**config.mk**
```make
export PLATFORM = sky130hd
export DESIGN_NAME = mul_operand_sequencer
export DESIGN_NICKNAME = d
export VERILOG_FILES = /design/src/rtl/mul_operand_sequencer.sv
export SDC_FILE = /design/constraint.sdc
export NUM_CORES = 1
export LEC_CHECK = 0
export CAP_MARGIN = 20
export CORE_MARGIN = 2
export CORE_UTILIZATION = 49
export CTS_CLUSTER_SIZE = 16
export DETAILED_ROUTE_END_ITERATION = 10
export GPL_ROUTABILITY_DRIVEN = 0
export HOLD_SLACK_MARGIN = 0.15
export PLACE_DENSITY = 0.82
export SLEW_MARGIN = 0
export SYNTH_ARGS = -nofsm -noshare
export SYNTH_HDL_FRONTEND = slang
export SYNTH_SLANG_ARGS = --single-unit
```
**constraint.sdc**
```tcl
create_clock -name clk -period 3.2 [get_ports clk]
set_input_delay 0.8 -clock clk [delete_from_list [all_inputs] [get_ports clk]]
set_output_delay 0.8 -clock clk [all_outputs]
set_load 0.005 [all_outputs]
```
**src/rtl/mul_operand_sequencer.sv**
```systemverilog
// Front-end for the repeated-addition multiplier: accepts an operand pair, serialises
// A and B onto the shared data_in bus, waits for done and returns the product.
module mul_operand_sequencer #(
    parameter int W           = 16,
    parameter int TIMEOUT     = 70000,
    parameter int CNT_W       = 17,
    parameter bit BYPASS_ZERO = 1'b1
) (
    input  logic         clk,
    input  logic         rst,
    input  logic         op_valid,
    output logic         op_ready,
    input  logic [W-1:0] op_a,
    input  logic [W-1:0] op_b,
    output logic         mul_start,
    output logic [W-1:0] mul_data,
    input  logic         mul_done,
    input  logic [W-1:0] mul_product,
    output logic         res_valid,
    input  logic         res_ready,
    output logic [W-1:0] res_data,
    output logic         res_err,
    output logic         busy
);

    typedef enum logic [2:0] {
        IDLE,
        START,
        LOAD_A,
        LOAD_B,
        WAIT,
        OUT
    } state_t;

    localparam logic [CNT_W-1:0] CNT_LAST = CNT_W'(TIMEOUT - 1);

    state_t           state, state_nxt;
    logic [W-1:0]     a_q, a_nxt;
    logic [W-1:0]     b_q, b_nxt;
    logic [W-1:0]     res_data_nxt;
    logic             res_err_nxt;
    logic [CNT_W-1:0] cnt, cnt_nxt;
    logic             zero_op;
    logic             timed_out;

    assign zero_op   = (op_a == '0) || (op_b == '0);
    assign timed_out = (cnt == CNT_LAST);

    always_ff @(posedge clk or posedge rst) begin
        if (rst) begin
            state    <= IDLE;
            a_q      <= '0;
            b_q      <= '0;
            cnt      <= '0;
            res_data <= '0;
            res_err  <= 1'b0;
        end else begin
            state    <= state_nxt;
            a_q      <= a_nxt;
            b_q      <= b_nxt;
            cnt      <= cnt_nxt;
            res_data <= res_data_nxt;
            res_err  <= res_err_nxt;
        end
    end

    // op_ready is gated by rst so the upstream never sees a handshake during reset.
    always_comb begin
        state_nxt    = state;
        a_nxt        = a_q;
        b_nxt        = b_q;
        cnt_nxt      = cnt;
        res_data_nxt = res_data;
        res_err_nxt  = res_err;
        op_ready     = 1'b0;
        mul_start    = 1'b0;
        mul_data     = '0;
        res_valid    = 1'b0;
        busy         = 1'b1;

        unique case (state)
            IDLE: begin
                busy     = 1'b0;
                op_ready = !rst;
                if (op_valid) begin
                    a_nxt = op_a;
                    b_nxt = op_b;
                    if (BYPASS_ZERO && zero_op) begin
                        res_data_nxt = '0;
                        res_err_nxt  = 1'b0;
                        state_nxt    = OUT;
                    end else begin
                        state_nxt = START;
                    end
                end
            end
            START: begin
                mul_start = 1'b1;
                state_nxt = LOAD_A;
            end
            LOAD_A: begin
                mul_data  = a_q;
                state_nxt = LOAD_B;
            end
            LOAD_B: begin
                mul_data  = b_q;
                cnt_nxt   = '0;
                state_nxt = WAIT;
            end
            WAIT: begin
                cnt_nxt = cnt + 1'b1;
                // A done arriving on the timeout cycle still returns the product.
                if (mul_done) begin
                    res_data_nxt = mul_product;
                    res_err_nxt  = 1'b0;
                    state_nxt    = OUT;
                end else if (timed_out) begin
                    res_data_nxt = '0;
                    res_err_nxt  = 1'b1;
                    state_nxt    = OUT;
                end
            end
            OUT: begin
                res_valid = 1'b1;
                if (res_ready) begin
                    state_nxt = IDLE;
                end
            end
            default: begin
                state_nxt = IDLE;
            end
        endcase
    end

endmodule

```
Yosys cells after proc, flatten, opt, wreduce, memory -nomap -nowiden
Index checks and enable logic that the tools add are counted.
{ "classes": {"add_sub_neg": 1, "n_eq_ne": 10, "mux": 22, "n_reduce_logical": 10} }
{ "op_table": {"columns": ["op", "count"], "rows": [
  ["$mux 16", 4],
  ["$pmux 16 s2", 2],
  ["$pmux 17 s2", 1],
  ["$logic_not 16->1", 2],
  ["$pmux 3 s6", 1],
  ["$add 17x1->17 const B", 1],
  ["$eq 17x17->1 const B", 1],
  ["$mux 3", 5],
  ["$mux 1", 8],
  ["$eq 3x2->1 const B", 2],
  ["$eq 3x3->1 const B", 2],
  ["$ne 2x2->1 const B", 3],
  ["$reduce_and 4->1", 1],
  ["$reduce_bool 2->1", 2],
  ["$eq 3x1->1 const B", 1],
  ["$logic_not 3->1", 1],
  ["$ne 3x3->1 const B", 1],
  ["$reduce_and 3->1", 1],
  ["$pmux 1 s2", 1],
  ["$reduce_and 2->1", 1],
  ["$logic_not 1->1", 1],
  ["$logic_or 1x1->1", 1]
]} }
{ "word_totals": {"register_bits": 69} }

Longest topological paths before layout
Gate-level depths: netlist of run 1.
{ "depth": {"depth_word": 5, "ltp_mapped": 7, "depth_no_buf": 5} }

Least setup slack after synthesis of run 1
OpenSTA, ideal clock, no wires.
{ "synth_timing": {"path_type": "reg2out", "start": "reg state[2]", "end": "out mul_data[0]", "t_arrival_ps": 1391, "path_slack_ps": 1009, "stages_incl_launch_ff": 6, "path_buffers": 3, "cell_sequence": "dfrtp_1 buf_4 and3b_1 clkbuf_1 clkbuf_1 a22o_1"} }
{ "synth_between": {"elab_chain_len": 2, "word_cells_on_any_way": 3} }
{ "synth_lines": {"columns": ["element", "line_no", "rtl"], "rows": [
  ["start: declaration", "37", "state_t state, state_nxt;"],
  ["start signal: assignment", "58", "state <= state_nxt;"],
  ["$eq 3x2->1", "81", "unique case (state)"],
  ["$pmux 16 s2 (*)", "81", null],
  ["end: declaration", "16", "output logic [W-1:0] mul_data,"]
]} }
Mark *: on every way between the ends. The rest lies on a longest branch, timed or not.

Worst setup path after layout of run 1
{ "layout_timing": {"start": "reg state[0]", "end": "out mul_data[5]"} }
The elaborated chain is that of the path after synthesis.

==> metrics.yaml, run 1 <==
placement:
  port_buffers: 89
  hpwl_mm: 5.80
  dp_cells: 463
clock_network:
  cts.reportedPaths.clkPinSlew_ns: 0.07
  clock-sinks: 69
  cts-resized-gates: 0
  cts_setup_buffers: 0
  cts_buffer_depth: 2
  cts_hold_buf: 0
  root_buffer: "clkbuf_8"
  clk_latency_ns: 0.35
  cts_made_buffers: 9
  cts_tree: "yes"
  htreeDepth: 3
finish:
  synthToLayoutAreaGrowth_pct: 33.7
  nFillCells: 519
  final_layout_size_suffix_gt1_frac: 0.150
  stdcell_count: 479
  mostFrequentLayoutCell: "clkdlybuf4s50_1"
  layout.nets: 448
  final_cell_mix: "clkdlybuf4s50_1 (89), dfrtp_1 (69), o211ai_1 (35)"
  diodes: 0
yosys:
  synth_cell_types: 45
  ys.flop_type: "dfrtp_1"
  ys_warn_count: 0
  synth_fa_ha_area_frac: 0.00367
  synth_simple_gate_area_frac: 0.146
  synthTopCellsByArea: "dfrtp_1 (51%), mux2_2 (9.6%), o211ai_1 (7.7%)"
  netlist.area_leader.share: 0.506
  ys_ff_latch: 69
  avgSynthCellArea_um2: 11.1
  synth_top_area_cell: "dfrtp_1"
  synth_top_family_by_area: "compound AO/OA/AOI/OAI gates"
  synthesis.nets: 361
  synthXorXnorAreaFrac: 0.00257
  seq_area_frac_synth: 0.506
  syn_area_um2: 3410
  synthArstFlopShare: 1.00
  muxShareOfSynthArea: 0.135
  synth_compound_area_frac: 0.156
  synth_edf_count: 0
  syn_inst: 307
power_and_ir_drop:
  ir_drop_mv: 0.445
  power.total_w: 0.00373
  power.density_nw_per_um2: 818
  leakage_nw: 1.92
timing:
  fin_crit_ns: 2.96
  max_slew.worst_pin.slew_ns: 0.582
  fmax_mhz: 338
  finalHoldViolations: 0
  slew_headroom: 0.612
  rsz0062_at_grt: "no"
  skew_ns: 0.0130
  finalSetupTns_ns: 0
  setup_viol_count_final: 0
  fin_crit_sh: 0.925
  drv_slew: 0
routing:
  drtPass1Iterations: 4
  routed_wl_mm: 8.16
  wl_per_cell_um: 17.0
  final_antenna_net_count: 0
  vias_per_cell: 5.80
  drc: 0
  via_count: 2776
  drt_iter0_markers: 150
floorplan:
  dieArea_um2: 7650
  io_pins: 90
  die_h_um: 87.4
  placementRows: 30
  core_area_um2: 6760
  start_util: 0.505
  fp.dieW_um: 87.4
job:
  drv_cap: 0
grt:
  first_global_vias: 2893
  gr-total-overflow: 0
  antenna_found_initial: 0
  grt_pass1_wl_mm: 13.8
  grt_start_max_net_pins: 33
  grtUsageTotal: 0.233
hold_path:
  hp-class: "flip-flop to flip-flop"
worst_setup_path:
  worstPathArrival_ns: 2.16
  worst_setup_path_end_kind: "primary output"
  cp-start-kind: "flip-flop"
  cp_max_fo: 13
  crit_required_ns: 2.40
  path_class: "flip-flop to primary output"
run_status:
  status: "completed"
[registers in the layout, indices dropped and copies added, names as in the netlist]
signal,flops
a_q,16
b_q,16
cnt,17
res_data,16
res_err,1
state,3
[per-stage QoR]
stage	setup slack, ns	instance area (um^2)	hold slack [ns]	utilization
2_1_floorplan	0.660	3410	0.445	-
3_3_place_gp	0.560	4350	0.465	0.644
3_5_place_dp	0.548	4350	0.480	0.644
4_1_cts	0.223	4560	0.492	0.675
5_1_grt	0.0938	4560	0.519	0.675
6_report	0.239	4560	0.486	0.675
[cells by family (layout without fill, tap and decap cells)]
| kind of cell | Yosys count | in the layout |
|---|---|---|
| buf+inv | 39 | 131 |
| fa+ha+maj | 1 | 1 |
| compound gates | 69 | 69 |
| simple gates | 86 | 86 |
| flops | 69 | 69 |
| mux | 42 | 42 |
| xor+xnor | 1 | 1 |
[path summary, 6_finish.rpt]
kind / from / slack, ns / endpoint / cells past startpoint
setup / recovery: state[0] / 0.24 / mul_data[5] / 4
hold / removal: cnt[16] / 0.49 / cnt[16] / 1
setup reg to reg: state[0] / 1.17 / state[0] / 4
hold reg to reg: cnt[16] / 0.49 / cnt[16] / 1
max in group asynchronous: rst / 1.71 / cnt[15] / 3
min in group asynchronous: rst / 0.78 / a_q[12] / 2
[per-layer routing]
metal	global-route usage	wire length [um]	up-vias
met2	0.374	4010	74
met3	0.0730	518	11
met5	0	0	-
li1	-	-	1310
met4	0.0867	129	0
met1	0.297	3510	1381
[cells in the mapped netlist, drive strengths merged, types with 5 or more instances]
library cell,instances
buf,10
nand2,32
o21ai,7
clkbuf,10
and3,5
inv,19
nand3,8
dfrtp,69
nor2,9
nand4,5
mux2,32
mux2i,10
a22o,17
nor4,10
o211ai,35
[worst max-delay path: stages (launching register included)]
cell             delay, ns
dfrtp_1               0.54
and3b_1               0.34
buf_4                 0.25
a22o_1                0.16
clkdlybuf4s50_1       0.52
[where the power goes]
group          switching (W)  internal (W)
Combinational       0.000599      0.000889
Clock               0.000326      0.000423
Sequential          0.000264       0.00123
Total                0.00119       0.00254
[area by class of cell]
type | count | area (um^2) | share of cell area
Inverter | 19 | 71.3 | 0.0156
Tap cell | 80 | 100 | 0.0219
Timing Repair Buffer | 96 | 943 | 0.207
Clock inverter | 3 | 42.5 | 0.00932
Multi-Input combinational cell | 199 | 1510 | 0.331
Clock buffer | 13 | 169 | 0.0370
Sequential cell | 69 | 1730 | 0.378
Power figures use the tool's default switching activity.
==> run 2: changes to the inputs <==
--- a/config.mk
+++ b/config.mk
@@ -7,12 +7,12 @@
 export LEC_CHECK = 0
 export CAP_MARGIN = 20
 export CORE_MARGIN = 2
-export CORE_UTILIZATION = 49
+export CORE_UTILIZATION = 40
 export CTS_CLUSTER_SIZE = 16
 export DETAILED_ROUTE_END_ITERATION = 10
 export GPL_ROUTABILITY_DRIVEN = 0
 export HOLD_SLACK_MARGIN = 0.15
-export PLACE_DENSITY = 0.82
+export PLACE_DENSITY = 0.69
 export SLEW_MARGIN = 0
 export SYNTH_ARGS = -nofsm -noshare
 export SYNTH_HDL_FRONTEND = slang
==> run 2 against run 1 <==
Wire length rose by 0.20%. Register-to-register slack better by 0.06 ns. Via count decreased by 0.90%. Design area is 0.16% lower. Core utilization down 12 points. Critical path depth unchanged. Final cell count rose by 4.8%. Clock power decreased by 20%. Non-clock buffer count rose by 1. Flip-flop and latch count did not move. Largest cell class unchanged. Largest power group unchanged.
==> metrics.yaml, run 2 (same netlist as run 1, synthesis figures left out) <==
run_status:
  status: "completed"  # unchanged
worst_setup_path:
  worst_setup_path_end_kind: "primary output"  # unchanged
  path_cells: "nor3b_2, buf_4, a22o_1, clkdlybuf4s50_1"  # was and3b_1, buf_4, a22o_1, clkdlybuf4s50_1
  path_class: "flip-flop to primary output"  # unchanged
  cp-start-kind: "flip-flop"  # unchanged
  crit_path_max_incr_delay_ns: 0.51  # was 0.54 ns
  cp_max_fo: 17  # was 13
  slowest_stage: "dfrtp_1"  # unchanged
  crit_required_ns: 2.40  # about the same
  worstPathArrival_ns: 2.02  # was 2.16 ns
finish:
  layout.nets: 449  # was 448
  final_cell_mix: "clkdlybuf4s50_1 (89), dfrtp_1 (69), o211ai_1 (35)"  # unchanged
  register_area_um2: 1730  # unchanged
  regMostFlops: "cnt"  # unchanged
  diodes: 0  # unchanged
  largest_register_ffs: 17  # unchanged
  mostFrequentLayoutCell: "clkdlybuf4s50_1"  # unchanged
  synthToLayoutAreaGrowth_pct: 33.5  # was 33.7%
  nFillCells: 741  # was 519
  utilization: 0.552  # was 0.675
  multi_input_area_um2: 1510  # unchanged
  final_layout_size_suffix_gt1_frac: 0.149  # was 0.150
routing:
  wl_per_cell_um: 16.3  # was 17.0 um
  via_count: 2751  # was 2,776
  final_antenna_net_count: 0  # unchanged
  drc: 0  # unchanged
  drt_iter0_markers: 148  # was 150
  vias_per_cell: 5.48  # was 5.80
  routed_wl_mm: 8.18  # was 8.16 mm
  drtPass1Iterations: 7  # was 4
timing:
  finalSetupTns_ns: 0  # unchanged
  slew_headroom: 0.570  # was 0.612
  fin_crit_sh: 0.881  # was 0.925
  setup_viol_count_final: 0  # unchanged
  skew_ns: 0.00914  # was 0.0130 ns
  worst_slack_ns: 0.380  # was 0.239 ns
  drv_slew: 0  # unchanged
  rsz0062_at_grt: "no"  # unchanged
  finalHoldViolations: 0  # unchanged
  fmax_mhz: 355  # was 338 MHz
  max_slew.worst_pin.slew_ns: 0.644  # was 0.582 ns
  fin_crit_ns: 2.82  # was 2.96 ns
grt:
  grtUsageTotal: 0.188  # was 0.233
  antenna_found_initial: 0  # unchanged
  first_global_vias: 2732  # was 2,893
  grt_pass1_wl_mm: 13.3  # was 13.8 mm
  grt_start_max_net_pins: 33  # unchanged
  gr-total-overflow: 0  # unchanged
power_and_ir_drop:
  p_clk_frac: 0.167  # was 0.201
  p_comb_frac: 0.416  # was 0.399
  netSwitchingFraction: 0.326  # was 0.319
  pwr-share-seq: 0.417  # was 0.400
  switchingPower_w: 0.00117  # was 0.00119 W
  power.total_w: 0.00358  # was 0.00373 W
  power.density_nw_per_um2: 786  # was 818 nW/um^2
  leakage_nw: 1.91  # was 1.92 nW
  power.internal_w: 0.00241  # was 0.00254 W
  ir_drop_mv: 0.426  # was 0.445 mV
placement:
  pre_cts_ws_ns: 0.554  # was 0.548 ns
  hpwl_mm: 5.78  # was 5.80 mm
  port_buffers: 89  # unchanged
clock_network:
  htreeDepth: 3  # unchanged
  cts_buffer_depth: 2  # unchanged
  cts_tree: "yes"  # unchanged
  cts_setup_buffers: 0  # unchanged
  root_buffer: "clkbuf_8"  # unchanged
  clock-sinks: 69  # unchanged
  clk_latency_ns: 0.34  # was 0.35 ns
  cts-resized-gates: 0  # unchanged
  cts.reportedPaths.clkPinSlew_ns: 0.07  # about the same
  cts_made_buffers: 9  # unchanged
  cts_hold_buf: 0  # unchanged
floorplan:
  die_h_um: 96.4  # was 87.4 um
  io_pins: 90  # unchanged
  placementRows: 33  # was 30
  fp.dieW_um: 96.4  # was 87.4 um
  core_area_um2: 8260  # was 6760 um^2
  dieArea_um2: 9290  # was 7650 um^2
  start_util: 0.413  # was 0.505
job:
  drv_cap: 0  # unchanged
hold_path:
  hp-class: "flip-flop to flip-flop"  # unchanged
## run 2: worst max-delay path, delay by kind of cell, from the launching register on
kind	cells	cell delay, ns
buffers and inverters	2	0.76
flip-flops	1	0.51
AND/OR/NAND/NOR	1	0.22
AO/OA/AOI/OAI	1	0.20
## run 2: through the flow
| stage | hold WS (ns) | std cells | cell area, um^2 |
|---|---|---|---|
| 4_1_cts | 0.485 | 502 | 4560 |
| 3_5_place_dp | 0.480 | 489 | 4400 |
| 5_1_grt | 0.526 | 502 | 4560 |
| 6_report | 0.482 | 502 | 4560 |
| 3_3_place_gp | 0.463 | 489 | 4400 |
| 2_1_floorplan | 0.445 | 307 | 3410 |
## run 2: final timing paths
kind / start / endpoint / slack, ns / depth (start not counted)
max in group asynchronous: rst / res_data[1] / 1.69 / 3
min in group asynchronous: rst / state[0] / 0.89 / 2
max reg2reg: state[2] / state[0] / 1.23 / 4
max: state[1] / mul_data[8] / 0.38 / 4
min reg2reg: cnt[16] / cnt[16] / 0.48 / 1
min: cnt[16] / cnt[16] / 0.48 / 1
## run 2: metal layers
| metal | share of wire | routed length [um] | track usage | vias up |
|---|---|---|---|---|
| met5 | 0 | 0 | 0 | - |
| met4 | 0.013 | 109 | 0.0634 | 0 |
| met3 | 0.068 | 560 | 0.0564 | 10 |
| met2 | 0.48 | 3890 | 0.291 | 75 |
| met1 | 0.44 | 3620 | 0.251 | 1357 |
| li1 | - | - | - | 1309 |
## run 2: power by group through the flow
stage               Combinational (W)  Sequential, W  Clock, W
floorplan                    0.000913        0.00142         0
global placement              0.00147        0.00149         0
detailed placement            0.00150        0.00151         0
CTS                           0.00151        0.00149  0.000607
global route                  0.00164        0.00155  0.000645
finish                        0.00149        0.00149  0.000599
## run 2: area by class of cell
type,instances,share of cell area
Tap cell,105,0.0288
Sequential cell,69,0.379
Multi-Input combinational cell,199,0.332
Inverter,19,0.0157
Clock inverter,3,0.00330
Timing Repair Buffer,97,0.211
Clock buffer,10,0.0302
